**src/rtl/audio_chime_player.sv**
```systemverilog
// Two-note square-wave chime (NOTE1, gap, NOTE2) streamed one sample per accepted audio-out strobe.
// Optional decaying envelope enabled with macro CHIME_FADE_EN.
module audio_chime_player #(
    parameter logic [31:0] AMPLITUDE    = 32'h0800_0000,
    parameter int          NOTE_SAMPLES = 24000,
    parameter int          GAP_SAMPLES  = 4800,
    parameter int          NOTE1_HALF   = 55,
    parameter int          NOTE2_HALF   = 69
) (
    input  logic        CLOCK_50,
    input  logic        reset,
    input  logic        play,
    input  logic        stop,
    input  logic        audio_out_allowed,
    output logic        write_audio_out,
    output logic [31:0] left_channel_audio_out,
    output logic [31:0] right_channel_audio_out,
    output logic        busy,
    output logic        done
);

    localparam int MAX_LEN   = (NOTE_SAMPLES > GAP_SAMPLES) ? NOTE_SAMPLES : GAP_SAMPLES;
    localparam int MAX_HALF  = (NOTE1_HALF > NOTE2_HALF) ? NOTE1_HALF : NOTE2_HALF;
    localparam int MAX_COUNT = (MAX_LEN > MAX_HALF) ? MAX_LEN : MAX_HALF;
    localparam int CNT_W     = $clog2(MAX_COUNT + 1);

    localparam logic [CNT_W-1:0] NOTE_LAST = CNT_W'(NOTE_SAMPLES - 1);
    localparam logic [CNT_W-1:0] GAP_LAST  = CNT_W'(GAP_SAMPLES - 1);
    localparam logic [CNT_W-1:0] H1_LAST   = CNT_W'(NOTE1_HALF - 1);
    localparam logic [CNT_W-1:0] H2_LAST   = CNT_W'(NOTE2_HALF - 1);

    typedef enum logic [1:0] {IDLE, NOTE1, GAP, NOTE2} state_t;

    state_t             state_q, state_d;
    logic [CNT_W-1:0]   sample_q, sample_d;
    logic [CNT_W-1:0]   phase_q, phase_d;
    logic               neg_q, neg_d;
    logic               done_q, done_d;
    logic [31:0]        data_q, data_d;
    logic [CNT_W-1:0]   half_last, seg_last;
    logic signed [31:0] amp_level;
`ifdef CHIME_FADE_EN
    logic [31:0]        cnt_x4;
`endif

    // The strobe is combinational so the controller sees exactly one write per allowed cycle.
    assign write_audio_out         = audio_out_allowed && (state_q != IDLE);
    assign left_channel_audio_out  = data_q;
    assign right_channel_audio_out = data_q;
    assign busy                    = (state_q != IDLE);
    assign done                    = done_q;

    // NOTE: every signal driven here gets a default first, otherwise unassigned paths infer latches.
    always_comb begin
        state_d   = state_q;
        sample_d  = sample_q;
        phase_d   = phase_q;
        neg_d     = neg_q;
        done_d    = 1'b0;
        half_last = (state_q == NOTE1) ? H1_LAST : H2_LAST;
        seg_last  = (state_q == GAP) ? GAP_LAST : NOTE_LAST;

        case (state_q)
            IDLE: begin
                if (play && !stop) begin
                    state_d  = NOTE1;
                    sample_d = '0;
                    phase_d  = '0;
                    neg_d    = 1'b0;
                end
            end
            default: begin
                if (stop) begin
                    state_d  = IDLE;
                    sample_d = '0;
                    phase_d  = '0;
                    neg_d    = 1'b0;
                end else if (write_audio_out) begin
                    if (sample_q == seg_last) begin
                        sample_d = '0;
                        phase_d  = '0;
                        neg_d    = 1'b0;
                        if (state_q == NOTE1) begin
                            state_d = GAP;
                        end else if (state_q == GAP) begin
                            state_d = NOTE2;
                        end else begin
                            state_d = IDLE;
                            done_d  = 1'b1;
                        end
                    end else begin
                        sample_d = sample_q + 1'b1;
                        if (state_q != GAP) begin
                            if (phase_q == half_last) begin
                                phase_d = '0;
                                neg_d   = ~neg_q;
                            end else begin
                                phase_d = phase_q + 1'b1;
                            end
                        end
                    end
                end
            end
        endcase
    end

    // Output data is computed from the post-write state so the next strobe carries it.
    always_comb begin
        amp_level = $signed(AMPLITUDE);
`ifdef CHIME_FADE_EN
        cnt_x4 = 32'(sample_d) << 2;
        if (cnt_x4 >= 32'(3 * NOTE_SAMPLES)) begin
            amp_level = $signed(AMPLITUDE) >>> 3;
        end else if (cnt_x4 >= 32'(2 * NOTE_SAMPLES)) begin
            amp_level = $signed(AMPLITUDE) >>> 2;
        end else if (cnt_x4 >= 32'(NOTE_SAMPLES)) begin
            amp_level = $signed(AMPLITUDE) >>> 1;
        end
`endif
        if (state_d == NOTE1 || state_d == NOTE2) begin
            data_d = neg_d ? -amp_level : amp_level;
        end else begin
            data_d = '0;
        end
    end

    // NOTE: sequential state uses non-blocking assignments so all registers update together.
    always_ff @(posedge CLOCK_50) begin
        if (reset) begin
            state_q  <= IDLE;
            sample_q <= '0;
            phase_q  <= '0;
            neg_q    <= 1'b0;
            done_q   <= 1'b0;
            data_q   <= '0;
        end else begin
            state_q  <= state_d;
            sample_q <= sample_d;
            phase_q  <= phase_d;
            neg_q    <= neg_d;
            done_q   <= done_d;
            data_q   <= data_d;
        end
    end

endmodule

```
**config.mk**
```make
export PLATFORM = sky130hd
export DESIGN_NAME = audio_chime_player
export DESIGN_NICKNAME = d
export VERILOG_FILES = /design/src/rtl/audio_chime_player.sv
export SDC_FILE = /design/constraint.sdc
export NUM_CORES = 1
export LEC_CHECK = 0
export ABC_AREA = 1
export BUFFER_PORTS_ARGS = -buffer_cell sky130_fd_sc_hd__buf_4
export CELL_PAD_IN_SITES_DETAIL_PLACEMENT = 1
export CELL_PAD_IN_SITES_GLOBAL_PLACEMENT = 1
export CORE_UTILIZATION = 33
export DETAILED_ROUTE_END_ITERATION = 10
export PLACE_DENSITY_LB_ADDON = 0.3
export SETUP_SLACK_MARGIN = 0.02
export SYNTH_ARGS = -nofsm -noshare
export SYNTH_HDL_FRONTEND = slang
export SYNTH_SLANG_ARGS = --single-unit
```
**constraint.sdc**
```tcl
create_clock -name CLOCK_50 -period 1.76 [get_ports CLOCK_50]
set_input_delay 0.088 -clock CLOCK_50 [delete_from_list [all_inputs] [get_ports CLOCK_50]]
set_output_delay 0.088 -clock CLOCK_50 [all_outputs]
set_load 0.02 [all_outputs]
```
# Word-level counts from Yosys, hierarchy flattened
# Index checks and enable logic that the tools add are counted.
# word_totals
ff_bits,66
in_bits,5
out_inout_bits,67
wordCells,61
# classes
addsub,2
eq_ne,8
muxes,29
bitwise,4
reduce_logical,12
# ops
op,n
$mux W15,12
$mux W32,1
$add A15 B1 Y15 const B,2
$eq A15 B15 Y1,1
$eq A15 B7 Y1,1
$mux W2,7
$mux W1,8
$mux W7,1
$reduce_or A6 Y1,1
$eq A2 B1 Y1 const B,2
$eq A2 B2 Y1 const B,2
$ne A2 B2 Y1 const B,2
$not A1 Y1,4
$reduce_bool A4 Y1,1
$reduce_and A3 Y1,1
$reduce_bool A3 Y1,1
$logic_and A1 B1 Y1,2
$logic_not A2 Y1,1
$reduce_and A2 Y1,1
$reduce_bool A2 Y1,1
$reduce_or A2 Y1,1
$logic_not A1 Y1,1
$logic_or A1 B1 Y1,1

# Longest topological paths before layout
# depth
depth_word,11
depth_mapped,12
mapped_depth_nobuf,12

# Least setup slack after synthesis
# OpenSTA, ideal clock, no wires.
# synth_timing
path_kind,register to register
from,register state_q[1]
to,register phase_q[11]
setup_ps,115
arrival_time_ps,1580
required_ps,1645
slack_ps,66
path_stages_with_launch,11
path_buffers,1
synth_period_minus_slack_ps,1694
cell_sequence,dfxtp_1 > inv_1 > ha_1 > nor2_2 > nand2_1 > nand2_1 > buf_2 > a21oi_4 > nand3_1 > nand2_1 > and2_1
# synth_between
elab_chain_len,9
# synth_lines
item,line_no,source
"start, declared",34,"state_t state_q, state_d;"
"start signal, assigned",137,state_q <= state_d;
$eq A2 B1 Y1,60,half_last = (state_q == NOTE1) ? H1_LAST : H2_LAST;
$mux W7,60,
$eq A15 B7 Y1,94,if (phase_q == half_last) begin
$mux W15,94,
$mux W15,93,if (state_q != GAP) begin
$mux W15,79,if (sample_q == seg_last) begin
$mux W15,78,end else if (write_audio_out) begin
$mux W15,73,if (stop) begin
$mux W15,63,case (state_q)
"end signal, assigned",139,phase_q <= phase_d;
"end, declared",36,"logic [CNT_W-1:0] phase_q, phase_d;"
# Several ways; a longest one is shown, not always the timed one. The select of a mux whose other input is x is not followed.
# A chain may end at the register's enable or synchronous reset.

# Worst setup path after layout
# layout_timing
from,register state_q[1]
to,register phase_q[10]
# The elaborated chain is that of the path after synthesis.

==> results.toml <==
[run_status]
status = "finished, final reports clean"

[layout]
stdcell_count = 549
final_layout_size_suffix_gt1_share_pct = 32.0
final_net_count = 461
diodes = 0
area_growth_syn_to_layout_pct = 29.1
most-common-layout-cells = "sky130_fd_sc_hd__nand2_1 (59), sky130_fd_sc_hd__buf_4 (59), sky130_fd_sc_hd__conb_1 (54)"

[placement]
place_inst = 532
routability_congestion_estimate = 0.800
place_hpwl_um = 5150
numPortBuffers = 17
worst_slack_after_detailed_placement_ns = -0.135

[clocking]
cts_root_buf = "sky130_fd_sc_hd__clkbuf_8"
tritoncts_num_sinks = 36
postCtsHoldBufs = 0
clock_transition_at_the_registers_of_the_reported_paths_ns = 0.08
clockBufferDepth = 2
cts_tree = "yes"
cts_inserted_buffers = 5
worst_skew_pair.late_latency_ns = 0.29
htree_levels = 2

[min_path]
worstHoldPathType = "input pin to register"
worst_hold_startpoint = "reset"

[run]
max-cap-violations = 0

[detailed_routing]
wire_per_inst_um = 13.0
drc = 0
ant_nets = 0
routed_via_density = 4.45
number_of_search_and_repair_iterations_in_the_first_detailed_routing_pass = 4
via_count = 2441
first_iter_violations = 54
routed_wirelength_um = 7130

[synth]
synth_ff_type = "sky130_fd_sc_hd__dfxtp_1"
yosysTopAreaCell = "sky130_fd_sc_hd__dfxtp_1"
synth_area_per_cell_um2 = 6.64
sequential_to_total_area_share_from_yosys_stat_pct = 27.8
async_flop_share_pct = 0
ys_ff_latch = 36
ys_warn_count = 0
synthesis.instances = 391
synth.distinct_cells = 34
synth.top_cell.area_share_pct = 27.8
post_synth_design_cell_area_um2 = 2590
synth_edf_count = 0
synth_area_leaders = "sky130_fd_sc_hd__dfxtp_1 (28%), sky130_fd_sc_hd__buf_4 (18%), sky130_fd_sc_hd__nand2_1 (10%)"

[floorplan]
die_x_um = 90.7
die_y_um = 90.7
start_util_pct = 35.0
core-area_um2 = 7410
die_area_um2 = 8220
placementRows = 31
io-pin-count = 72

[grt]
grt_pass1_vias = 2448
global_route.overflow_total = 0
maximum_number_of_pins_on_one_net_before_global_route_repair = 15
grt_first_pass_wirelength_um = 11100
gr-usage-all-layers_pct = 16.5
grt_antenna_before_repair = 0

[setup_path]
startpoint_type = "register"
critical_path_class = "register to register"
timing.critical_path.from = "state_q[1]"
critical_path.endpoint_type = "register"
critical-path-slowest-cell = "sky130_fd_sc_hd__dfxtp_2"
worstReg2RegStart = "state_q[1]"
max_stage_delay_ns = 0.33
critPathMostFrequentCell = "sky130_fd_sc_hd__nor2_1"
crit_path_cell_trace = "buf_6 -> ha_4 -> nor2_4 -> nand3_2 -> nand2_2 -> nand3_4 -> nand2_4 -> nand2_8 -> buf_12 -> nor2_1 -> o21ai_1 -> nor2_1"
worst_ep_arrival_time_ns = 1.95
crit_required_ns = 1.99
worst-path-max-fanout = 7

[sta]
final_period_minus_worst_setup_slack_ns = 1.72
timing_worst_slew_pin_value_ns = 0.521
finalSetupViolCount = 0
fmaxAchievable_mhz = 582
finalHoldViolations = 0
timing.max_slew.rel_slack_pct = 65.0
whs_ns = 0.0897
grt_setup_unrepaired = "true"
final.period_utilization_pct = 97.7
final.setup.worst_slack_ns = 0.0405
clock-skew-final_ns = 0.00871
max_slew_violation_total_from_the_final_report = 0

[power_and_ir_drop]
vdd_ir_drop_max_v = 0.000227
cellLeakagePower_nw = 1.45
p_per_area_nw_per_um2 = 639
## area by class of cell
| cell class | count | area [um2] |
|---|---|---|
| Fill cell | 946 | 4060 |
| Multi-Input combinational cell | 292 | 1670 |
| Sequential cell | 36 | 728 |
| Timing Repair Buffer | 65 | 542 |
| Inverter | 50 | 190 |
| Tap cell | 99 | 124 |
| Clock buffer | 7 | 96.3 |
## final timing paths
kind / end / slack (ns) / depth (start not counted)
setup reg to reg: phase_q[10] / 0.04 / 12
hold reg to reg: sample_q[4] / 0.51 / 2
setup / recovery: phase_q[10] / 0.04 / 12
hold / removal: state_q[1] / 0.09 / 2
## per-layer routing
metal	share of wire [%]	GRT usage, %	vias up
met5	0	0	-
met4	0.94	3.23	0
met3	2.3	2.86	7
met2	54	30.6	39
met1	43	19.7	1161
li1	-	-	1234
## power breakdown
| part | total (W) | internal, W | switching [W] |
|---|---|---|---|
| registers | 0.000853 | 0.000835 | 0.0000180 |
| logic | 0.000626 | 0.000234 | 0.000392 |
| clock network | 0.000662 | 0.000349 | 0.000312 |
## timing repair
item / in CTS / in global routing
setup buffers: 1 / 8
pin swaps: 3 / 21
gates resized for setup: 23 / 65
gates cloned: 0 / 1
endpoints found under the setup margin: 32 / 35
hold endpoints to repair: 0 / 0
## critical path: cells and delay by family, from the launching register on
family / cells / cell delay [ns]
buf+inv: 2 / 0.27
flops: 1 / 0.33
fa+ha+maj: 1 / 0.17
compound gates: 1 / 0.07
simple gates: 8 / 0.82
## state kept, by name (all words and copies together) (netlist names)
name	flops
phase_q	15
sample_q	15
left_channel_audio_out	2
state_q	2
done	1
neg_q	1
## per-stage QoR
step	cell area [um2]	total power [W]	utilization [%]	TNS, ns
after floorplan	2790	0.00127	-	0
after global placement	2870	0.00138	38.7	-0.373
after detailed placement	2870	0.00138	38.7	-1.22
after CTS	3040	0.00207	41.1	0
after global routing	3350	0.00225	45.2	-0.547
final	3350	0.00214	45.2	0
## Yosys cell counts, types with 3 or more instances
library cell and instances:
sky130_fd_sc_hd__inv_1 49, sky130_fd_sc_hd__nand3_1 21, sky130_fd_sc_hd__dfxtp_1 36, sky130_fd_sc_hd__a21oi_1 17, sky130_fd_sc_hd__o21ai_0 16, sky130_fd_sc_hd__and2_1 3
sky130_fd_sc_hd__nor3_1 12, sky130_fd_sc_hd__ha_1 6, sky130_fd_sc_hd__nand2_1 71, sky130_fd_sc_hd__nand2_2 3, sky130_fd_sc_hd__nor2_1 57, sky130_fd_sc_hd__buf_4 62
sky130_fd_sc_hd__nand4_1 9
## cells by family (layout without fill, tap and decap cells)
logic type,after synthesis,in the layout,share of synthesized area [%]
flops,36,36,27.8
buf+inv,116,122,26.1
simple gates,187,187,32.5
other cells,1,54,0.145
fa+ha+maj,6,6,2.89
xor+xnor,3,3,1.01
compound gates,42,42,9.50
Power figures use the tool's default switching activity.
